==> config.mk <==
export PLATFORM = sky130hd
export DESIGN_NAME = lfsr_run_ctrl
export DESIGN_NICKNAME = d
export VERILOG_FILES = /design/src/rtl/lfsr_run_ctrl.sv
export SDC_FILE = /design/constraint.sdc
export NUM_CORES = 1
export LEC_CHECK = 0
export ABC_AREA = 1
export CAP_MARGIN = 0
export CELL_PAD_IN_SITES_DETAIL_PLACEMENT = 1
export CELL_PAD_IN_SITES_GLOBAL_PLACEMENT = 2
export CORE_ASPECT_RATIO = 1.75
export CORE_MARGIN = 4
export CORE_UTILIZATION = 26
export CTS_CLUSTER_SIZE = 8
export DETAILED_ROUTE_END_ITERATION = 6
export PLACE_DENSITY = 0.86
export SETUP_SLACK_MARGIN = 0.02
export SLEW_MARGIN = 20
export SYNTH_ARGS = -nofsm -noshare
export SYNTH_HDL_FRONTEND = slang
export SYNTH_SLANG_ARGS = --single-unit
==> constraint.sdc <==
create_clock -name clk -period 2.3 [get_ports clk]
set_clock_uncertainty 0.15 [all_clocks]
set_input_delay 0.46 -clock clk [delete_from_list [all_inputs] [get_ports clk]]
set_output_delay 0.46 -clock clk [all_outputs]
set_load 0.02 [all_outputs]
==> src/rtl/lfsr_run_ctrl.sv <==
`default_nettype none
// ============================================================================
// Module      : lfsr_run_ctrl
// Description : Run-length controller for an external LFSR datapath. The
//               controller accepts a host command (mode, tap mask, step
//               count). It resets the datapath for one cycle and then steps
//               it cmd_count times. Stepping stalls while pause is high. A
//               run aborts early with lockup set if the datapath reports an
//               all-zero state. A one-cycle done pulse ends each run and
//               captures the final datapath value.
// Ports       : clk, reset      - clock, synchronous active-high reset
//               cmd_*           - valid/ready command channel
//               pause           - stall stepping while high
//               lfsr_*          - control to / state from the LFSR datapath
//               busy, done      - status; done is a one-cycle pulse
//               lockup          - last run aborted on an all-zero state
//               last_value      - lfsr_out captured in the DONE cycle
//               signature       - rotate-XOR signature of the run
//                                 (only with LFSR_RUN_CTRL_SIG_EN)
// Options     : define LFSR_RUN_CTRL_SIG_EN to add the signature output
// Revision    : 1.0 - initial release
// ============================================================================
module lfsr_run_ctrl #(
  parameter int WIDTH = 3,
  parameter int CNT_W = 8
) (
  input  logic             clk,
  input  logic             reset,
  input  logic             cmd_valid,
  output logic             cmd_ready,
  input  logic             cmd_mode,
  input  logic [WIDTH-1:0] cmd_taps,
  input  logic [CNT_W-1:0] cmd_count,
  input  logic             pause,
  output logic             lfsr_reset,
  output logic             lfsr_enable,
  output logic             lfsr_use_config,
  output logic [WIDTH-1:0] lfsr_taps,
  input  logic [WIDTH-1:0] lfsr_out,
  output logic             busy,
  output logic             done,
  output logic             lockup,
`ifdef LFSR_RUN_CTRL_SIG_EN
  output logic [WIDTH-1:0] last_value,
  output logic [WIDTH-1:0] signature
`else
  output logic [WIDTH-1:0] last_value
`endif
);

  typedef enum logic [1:0] {
    S_IDLE = 2'd0,
    S_LOAD = 2'd1,
    S_RUN  = 2'd2,
    S_DONE = 2'd3
  } state_t;

  localparam logic [CNT_W-1:0] c_cnt_one = CNT_W'(1);

  state_t           state_q, state_d;
  logic [CNT_W-1:0] cnt_q, cnt_d;
  logic             use_cfg_q, use_cfg_d;
  logic [WIDTH-1:0] taps_q, taps_d;
  logic             lockup_q, lockup_d;
  logic [WIDTH-1:0] last_q, last_d;

  // Status flags are registered decodes of the next state, so every status
  // output comes straight from a flop.
  logic             ready_q;
  logic             busy_q;
  logic             done_q;
  logic             load_q;
  logic             run_q;

  logic             accept;
  logic             step;

  assign accept = ready_q & cmd_valid;
  // Pause has to stall the datapath in the same cycle it is raised, so the
  // enable is the registered RUN flag gated by the live pause input.
  assign step   = run_q & ~pause;

  // --------------------------------------------------------------------------
  // Next-state logic
  // --------------------------------------------------------------------------
  always_comb begin
    state_d   = state_q;
    cnt_d     = cnt_q;
    use_cfg_d = use_cfg_q;
    taps_d    = taps_q;
    lockup_d  = lockup_q;
    last_d    = last_q;

    case (state_q)
      S_IDLE: begin
        if (accept) begin
          use_cfg_d = cmd_mode;
          taps_d    = cmd_taps;
          cnt_d     = cmd_count;
          lockup_d  = 1'b0;
          state_d   = S_LOAD;
        end
      end

      S_LOAD: begin
        state_d = (cnt_q == '0) ? S_DONE : S_RUN;
      end

      S_RUN: begin
        if (step) begin
          cnt_d = cnt_q - c_cnt_one;
          // An all-zero state never leaves zero, so abandon the run at once.
          if (lfsr_out == '0) begin
            lockup_d = 1'b1;
            state_d  = S_DONE;
          end else if (cnt_q == c_cnt_one) begin
            state_d = S_DONE;
          end
        end
      end

      S_DONE: begin
        last_d  = lfsr_out;
        state_d = S_IDLE;
      end

      default: begin
        state_d = S_IDLE;
      end
    endcase
  end

  // --------------------------------------------------------------------------
  // State and output registers
  // --------------------------------------------------------------------------
  always_ff @(posedge clk) begin
    if (reset) begin
      state_q   <= S_IDLE;
      cnt_q     <= '0;
      use_cfg_q <= 1'b0;
      taps_q    <= '0;
      lockup_q  <= 1'b0;
      last_q    <= '0;
      ready_q   <= 1'b1;
      busy_q    <= 1'b0;
      done_q    <= 1'b0;
      load_q    <= 1'b0;
      run_q     <= 1'b0;
    end else begin
      state_q   <= state_d;
      cnt_q     <= cnt_d;
      use_cfg_q <= use_cfg_d;
      taps_q    <= taps_d;
      lockup_q  <= lockup_d;
      last_q    <= last_d;
      ready_q   <= (state_d == S_IDLE);
      busy_q    <= (state_d != S_IDLE);
      done_q    <= (state_d == S_DONE);
      load_q    <= (state_d == S_LOAD);
      run_q     <= (state_d == S_RUN);
    end
  end

`ifdef LFSR_RUN_CTRL_SIG_EN
  // --------------------------------------------------------------------------
  // Run signature: rotate left by one, then fold in the datapath state on
  // every enabled RUN cycle.
  // --------------------------------------------------------------------------
  logic [WIDTH-1:0] sig_q, sig_d;

  always_comb begin
    sig_d = sig_q;
    if (accept) begin
      sig_d = '0;
    end else if (step) begin
      sig_d = {sig_q[WIDTH-2:0], sig_q[WIDTH-1]} ^ lfsr_out;
    end
  end

  always_ff @(posedge clk) begin
    if (reset) begin
      sig_q <= '0;
    end else begin
      sig_q <= sig_d;
    end
  end

  assign signature = sig_q;
`endif

  // --------------------------------------------------------------------------
  // Outputs
  // --------------------------------------------------------------------------
  // The datapath follows the controller reset directly, so both come out of
  // reset together.
  assign lfsr_reset      = reset | load_q;
  assign lfsr_enable     = step;
  assign lfsr_use_config = use_cfg_q;
  assign lfsr_taps       = taps_q;
  assign cmd_ready       = ready_q;
  assign busy            = busy_q;
  assign done            = done_q;
  assign lockup          = lockup_q;
  assign last_value      = last_q;

endmodule
`default_nettype wire

# After elaboration in Yosys (flattened, before gate mapping)

Index checks and enable logic that the tools add are counted.

Bits in registers: 23
Bits of input ports: 19
Word-level logic and storage cells: 48

Add/sub/neg operators: 1
Equality and inequality tests: 10
Muxes and demuxes: 13
Bitwise gates (word level): 4
Reduce and logical (&&, ||, !) cells: 9

Operators with widths:

| kind                                                | count |
|---|---|
| 2-to-1 mux 8 bit                                    | 2 |
| case mux 8 bit (2 select lines)                     | 1 |
| equality test 2 bit, second input constant          | 4 |
| equality test 8 x 1 -> 1 bit, second input constant | 1 |
| logical NOT 8 bit                                   | 1 |
| 2-to-1 mux 2 bit                                    | 4 |
| case mux 2 bit (4 select lines)                     | 1 |
| subtractor 8 x 1 -> 8 bit, second input constant    | 1 |
| != test 2 bit, second input constant                | 3 |
| equality test 2 x 1 -> 1 bit, second input constant | 2 |
| logical NOT 2 bit                                   | 2 |
| 2-to-1 mux 1 bit                                    | 4 |
| AND reduction 4 bit                                 | 1 |
| nonzero test 2 bit                                  | 2 |
| logical NOT 3 bit                                   | 1 |
| AND reduction 3 bit                                 | 1 |
| bitwise AND 1 bit                                   | 2 |
| case mux 1 bit (2 select lines)                     | 1 |
| AND reduction 2 bit                                 | 1 |
| NOT 1 bit                                           | 1 |
| OR 1 bit                                            | 1 |

# Longest topological paths before layout

Gate-level depths: netlist of the first run.

Depth after elaboration: 6
Depth in mapped cells: 11
Gate-level depth less buffers: 11

# Worst setup path after synthesis of the first run

No wires, ideal clock.

Path kind: input -> output
Start point: input reset
End point: output lfsr_reset
Arrival time: 1.022 ns
Required time: 1.690 ns
Setup slack: 0.668 ns
Cell stages on the path: 2
Path buffers: 1
Cell sequence: clkbuf_1 > or2_2

Cells in the longest elaborated chain, start to end: 1

RTL lines:

| item               | line | RTL |
|---|---|---|
| start: declaration | 28   | `input logic reset,` |
| OR 1 bit           | 196  | `assign lfsr_reset = reset \| load_q;` |
| end: declaration   | 35   | `output logic lfsr_reset,` |

Every way passes these cells.

# Worst setup path after layout of the first run

Ends and elaborated chain as after synthesis.

==> impl_metrics.tcl, run 1 <==
set metrics [dict create \
    status "complete, no violations" \
    synth_compound_gate_area_share_pct 15.2 \
    core.rowCount 32 \
    postSynthAreaPerCell_sq_um 7.33 \
    hold_depth 2 \
    synth-adder-area-share_pct 7.19 \
    cp-start-kind "input pin" \
    fill_cells 566 \
    cts.htree.levels 1 \
    p_leak_nw 0.702 \
    grtUsageMet1_pct 14.2 \
    synthMuxAreaShare_pct 0 \
    place_congestion 0.753 \
    critPathKind "in2out" \
    start_util_pct 27.1 \
    synth_common_cells "33 x nand2_1, 25 x nor2_1, 23 x dfxtp_1, 17 x inv_1, 12 x o21ai_0" \
    layout.cells.non_filler 253 \
    num_io_pins 32 \
    cts_buffer_depth 2 \
    critPathMaxFanout 2 \
    regArea_sq_um 460 \
    finalMaxSlewViolations 0 \
    grt_pass1_wl_mm 5.71 \
    power_w 0.00172 \
    worst_r2r_endpoint "cnt_q[7]$_SDFFE_PP0P_" \
    ys_ff_latch 23 \
    root_buffer "clkbuf_8" \
    ys.flop_type "dfxtp_1" \
    grt_overflow 0 \
    min_period_ps 2100 \
    drtIter0Drc 9 \
    synthesis.instances 166 \
    grt_util_met3_pct 1.57 \
    grt_start_max_net_pins 13 \
    ys_top_cells_by_area "dfxtp_1 38%, nand2_1 10%, nor2_1 7.7%, ha_1 7.2%, inv_1 5.2%" \
    synth_nets 192 \
    cts_tree "done" \
    postLayoutCoreUtil_pct 36.6 \
    maxCapViolCount 0 \
    die-area_sq_um 5880 \
    period_share_pct 91.5 \
    critPathArrivalTime_ps 1490 \
    ys_types 30 \
    min_from "lfsr_use_config$_SDFFE_PP0P_" \
    whs_endpoint "lfsr_use_config$_SDFFE_PP0P_" \
    slew_headroom_pct 69.0 \
    holdWs_ps 316 \
    multi_input_area_sq_um 648 \
    grt_pass1_vias 1240 \
    final_area_sq_um 1640 \
    dp_hpwl_mm 2.61 \
    place_area_sq_um 1600 \
    crit_required_ps 1690 \
    synth_top_area_cell "dfxtp_1" \
    rrSetupSlack_ps 380 \
    syn_area_sq_um 1220 \
    wire_per_inst_um 13.1 \
    track_usage_pct 12.6 \
    cts_hold_buf 0 \
    clk_transition_reported_paths_ps 80 \
    ant_nets 0 \
    worst_slew_pin_slew_ps 465 \
    endpoint_kind "output port" \
    reg2reg_from "state_q[0]$_SDFF_PP0_" \
    diodes 0 \
    drtPass1Iterations 4 \
    placed_cells 249 \
    yosys.area_share.simple_pct 30.1 \
    drive_gt1_share_pct 13.4 \
    wl_mm 3.32 \
    synth_top_family_by_area "simple AND/OR/NAND/NOR gates" \
    synth_edf_count 0 \
    hp-class "reg2reg" \
    clk_latency_ps 270 \
    finalHoldViolCount 0 \
    yosysMostFrequentCell "nand2_1" \
    rsz0062_at_grt "false" \
    fp.coreArea_sq_um 4480 \
    met2_usage_pct 23.0 \
    ir_drop_mv 0.444 \
    io_buffers 31 \
    post-route-drc-count 0 \
    fmax_mhz 475 \
    synth_top_cell_area_share_pct 37.8 \
    cts_sinks 23 \
    powerDensity_nw_per_um2 1050 \
    yosys_warnings 0 \
    grt.busiest_layer "met2" \
    via_per_inst 4.58 \
    synth.yosys.seq_area_share_pct 37.8 \
    syn_to_final_growth_pct 34.7 \
    synth_xor_area_share_pct 0.719 \
    nets 229 \
    die_h_um 98.5 \
    reg2regPathDepth 10 \
    antenna_found_initial 0 \
    ys_async_sr_fraction_pct 0 \
    numCtsBuffers 3 \
    fp.dieW_um 59.7 \
    vias 1160 \
    setup_viol 0 \
]
==> where the power goes <==
part | internal [W] | switching [W] | leakage [nW]
Combinational | 0.000342 | 0.000541 | 0.490
Clock | 0.000124 | 0.000133 | 0.0228
Sequential | 0.000505 | 0.0000715 | 0.188
Total | 0.000971 | 0.000746 | 0.702
==> layout by cell type, fill, tap and decap left out, types with 2 or more instances in the layout <==
| master | n |
|---|---|
| a21oi_1 | 10 |
| nand2_4 | 2 |
| nor2_1 | 25 |
| o21ai_2 | 2 |
| buf_4 | 5 |
| dfxtp_1 | 23 |
| nand2_2 | 3 |
| o21ai_0 | 12 |
| ha_1 | 7 |
| dlygate4sd2_1 | 2 |
| inv_2 | 2 |
| or2_2 | 2 |
| nand3_2 | 2 |
| clkdlybuf4s50_1 | 29 |
| clkbuf_8 | 3 |
| inv_1 | 17 |
| a31oi_1 | 3 |
| nand3_1 | 7 |
| nand2_1 | 33 |
==> how the worst max path moves through the flow <==
stage / start / slack (ps) / cells past startpoint / end
global placement: reset / -30 / 3 / lfsr_reset
detailed placement: reset / -40 / 3 / lfsr_reset
global route: reset / 160 / 3 / lfsr_reset
finish: reset / 200 / 3 / lfsr_reset
CTS: reset / 170 / 3 / lfsr_reset
floorplan: reset / 670 / 2 / lfsr_reset
==> metrics by stage <==
stage,TNS [ps],setup WS [ps]
after global routing,0,163
after CTS,0,172
after global placement,-32.7,-32.7
after floorplan,0,668
final,0,196
after detailed placement,-40.2,-40.2
==> per-layer routing <==
layer | up-vias | routed length [um]
li1 | 600 | -
met2 | 14 | 1920
met5 | - | 0
met3 | 5 | 67
met1 | 541 | 1280
met4 | 0 | 56
==> layout make-up <==
cell class	count	area share [%]
well taps	51	3.89
flip-flops and latches	23	28.1
repair buffers	36	21.1
clock buffers	4	2.75
multi-input cells	119	39.5
inverters	20	4.73
==> registers in the layout, summed over array words and instances, names as in the netlist <==
signal	cells
run_q	1
busy	1
load_q	1
done	1
lfsr_use_config	1
last_value	3
lockup	1
state_q	2
lfsr_taps	3
cmd_ready	1
cnt_q	8
==> timing repair <==
action | 4_1_cts | 5_1_grt
resized for setup | 2 | 0
setup buffers | 0 | 0
setup endpoints to repair | 2 | 0
==> worst max-delay path: stages <==
cell and delay [ps]:
clkdlybuf4s50_1 430, or2_2 280, dlygate4sd2_1 320
==> kinds of logic after synthesis <==
group / after synthesis
AO/OA/AOI/OAI: 32
adder cells (fa/ha/maj): 7
AND/OR/NAND/NOR: 79
flip-flops: 23
XOR/XNOR: 1
buffers and inverters: 24
No activity file was read; power rests on OpenSTA's default activity.
==> run 2: changes to the inputs <==
- CTS_CLUSTER_DIAMETER: not set -> 150
==> results of run 2 <==
No change in the layout: final DEF, timing and power equal those of run 1.
==> run 3: changes to the inputs <==
- ABC_CLOCK_PERIOD_IN_PS: not set -> 2300
- SLEW_MARGIN: 20 -> 25
==> results of run 3 <==
No change in the layout: final DEF, timing and power equal those of run 1.
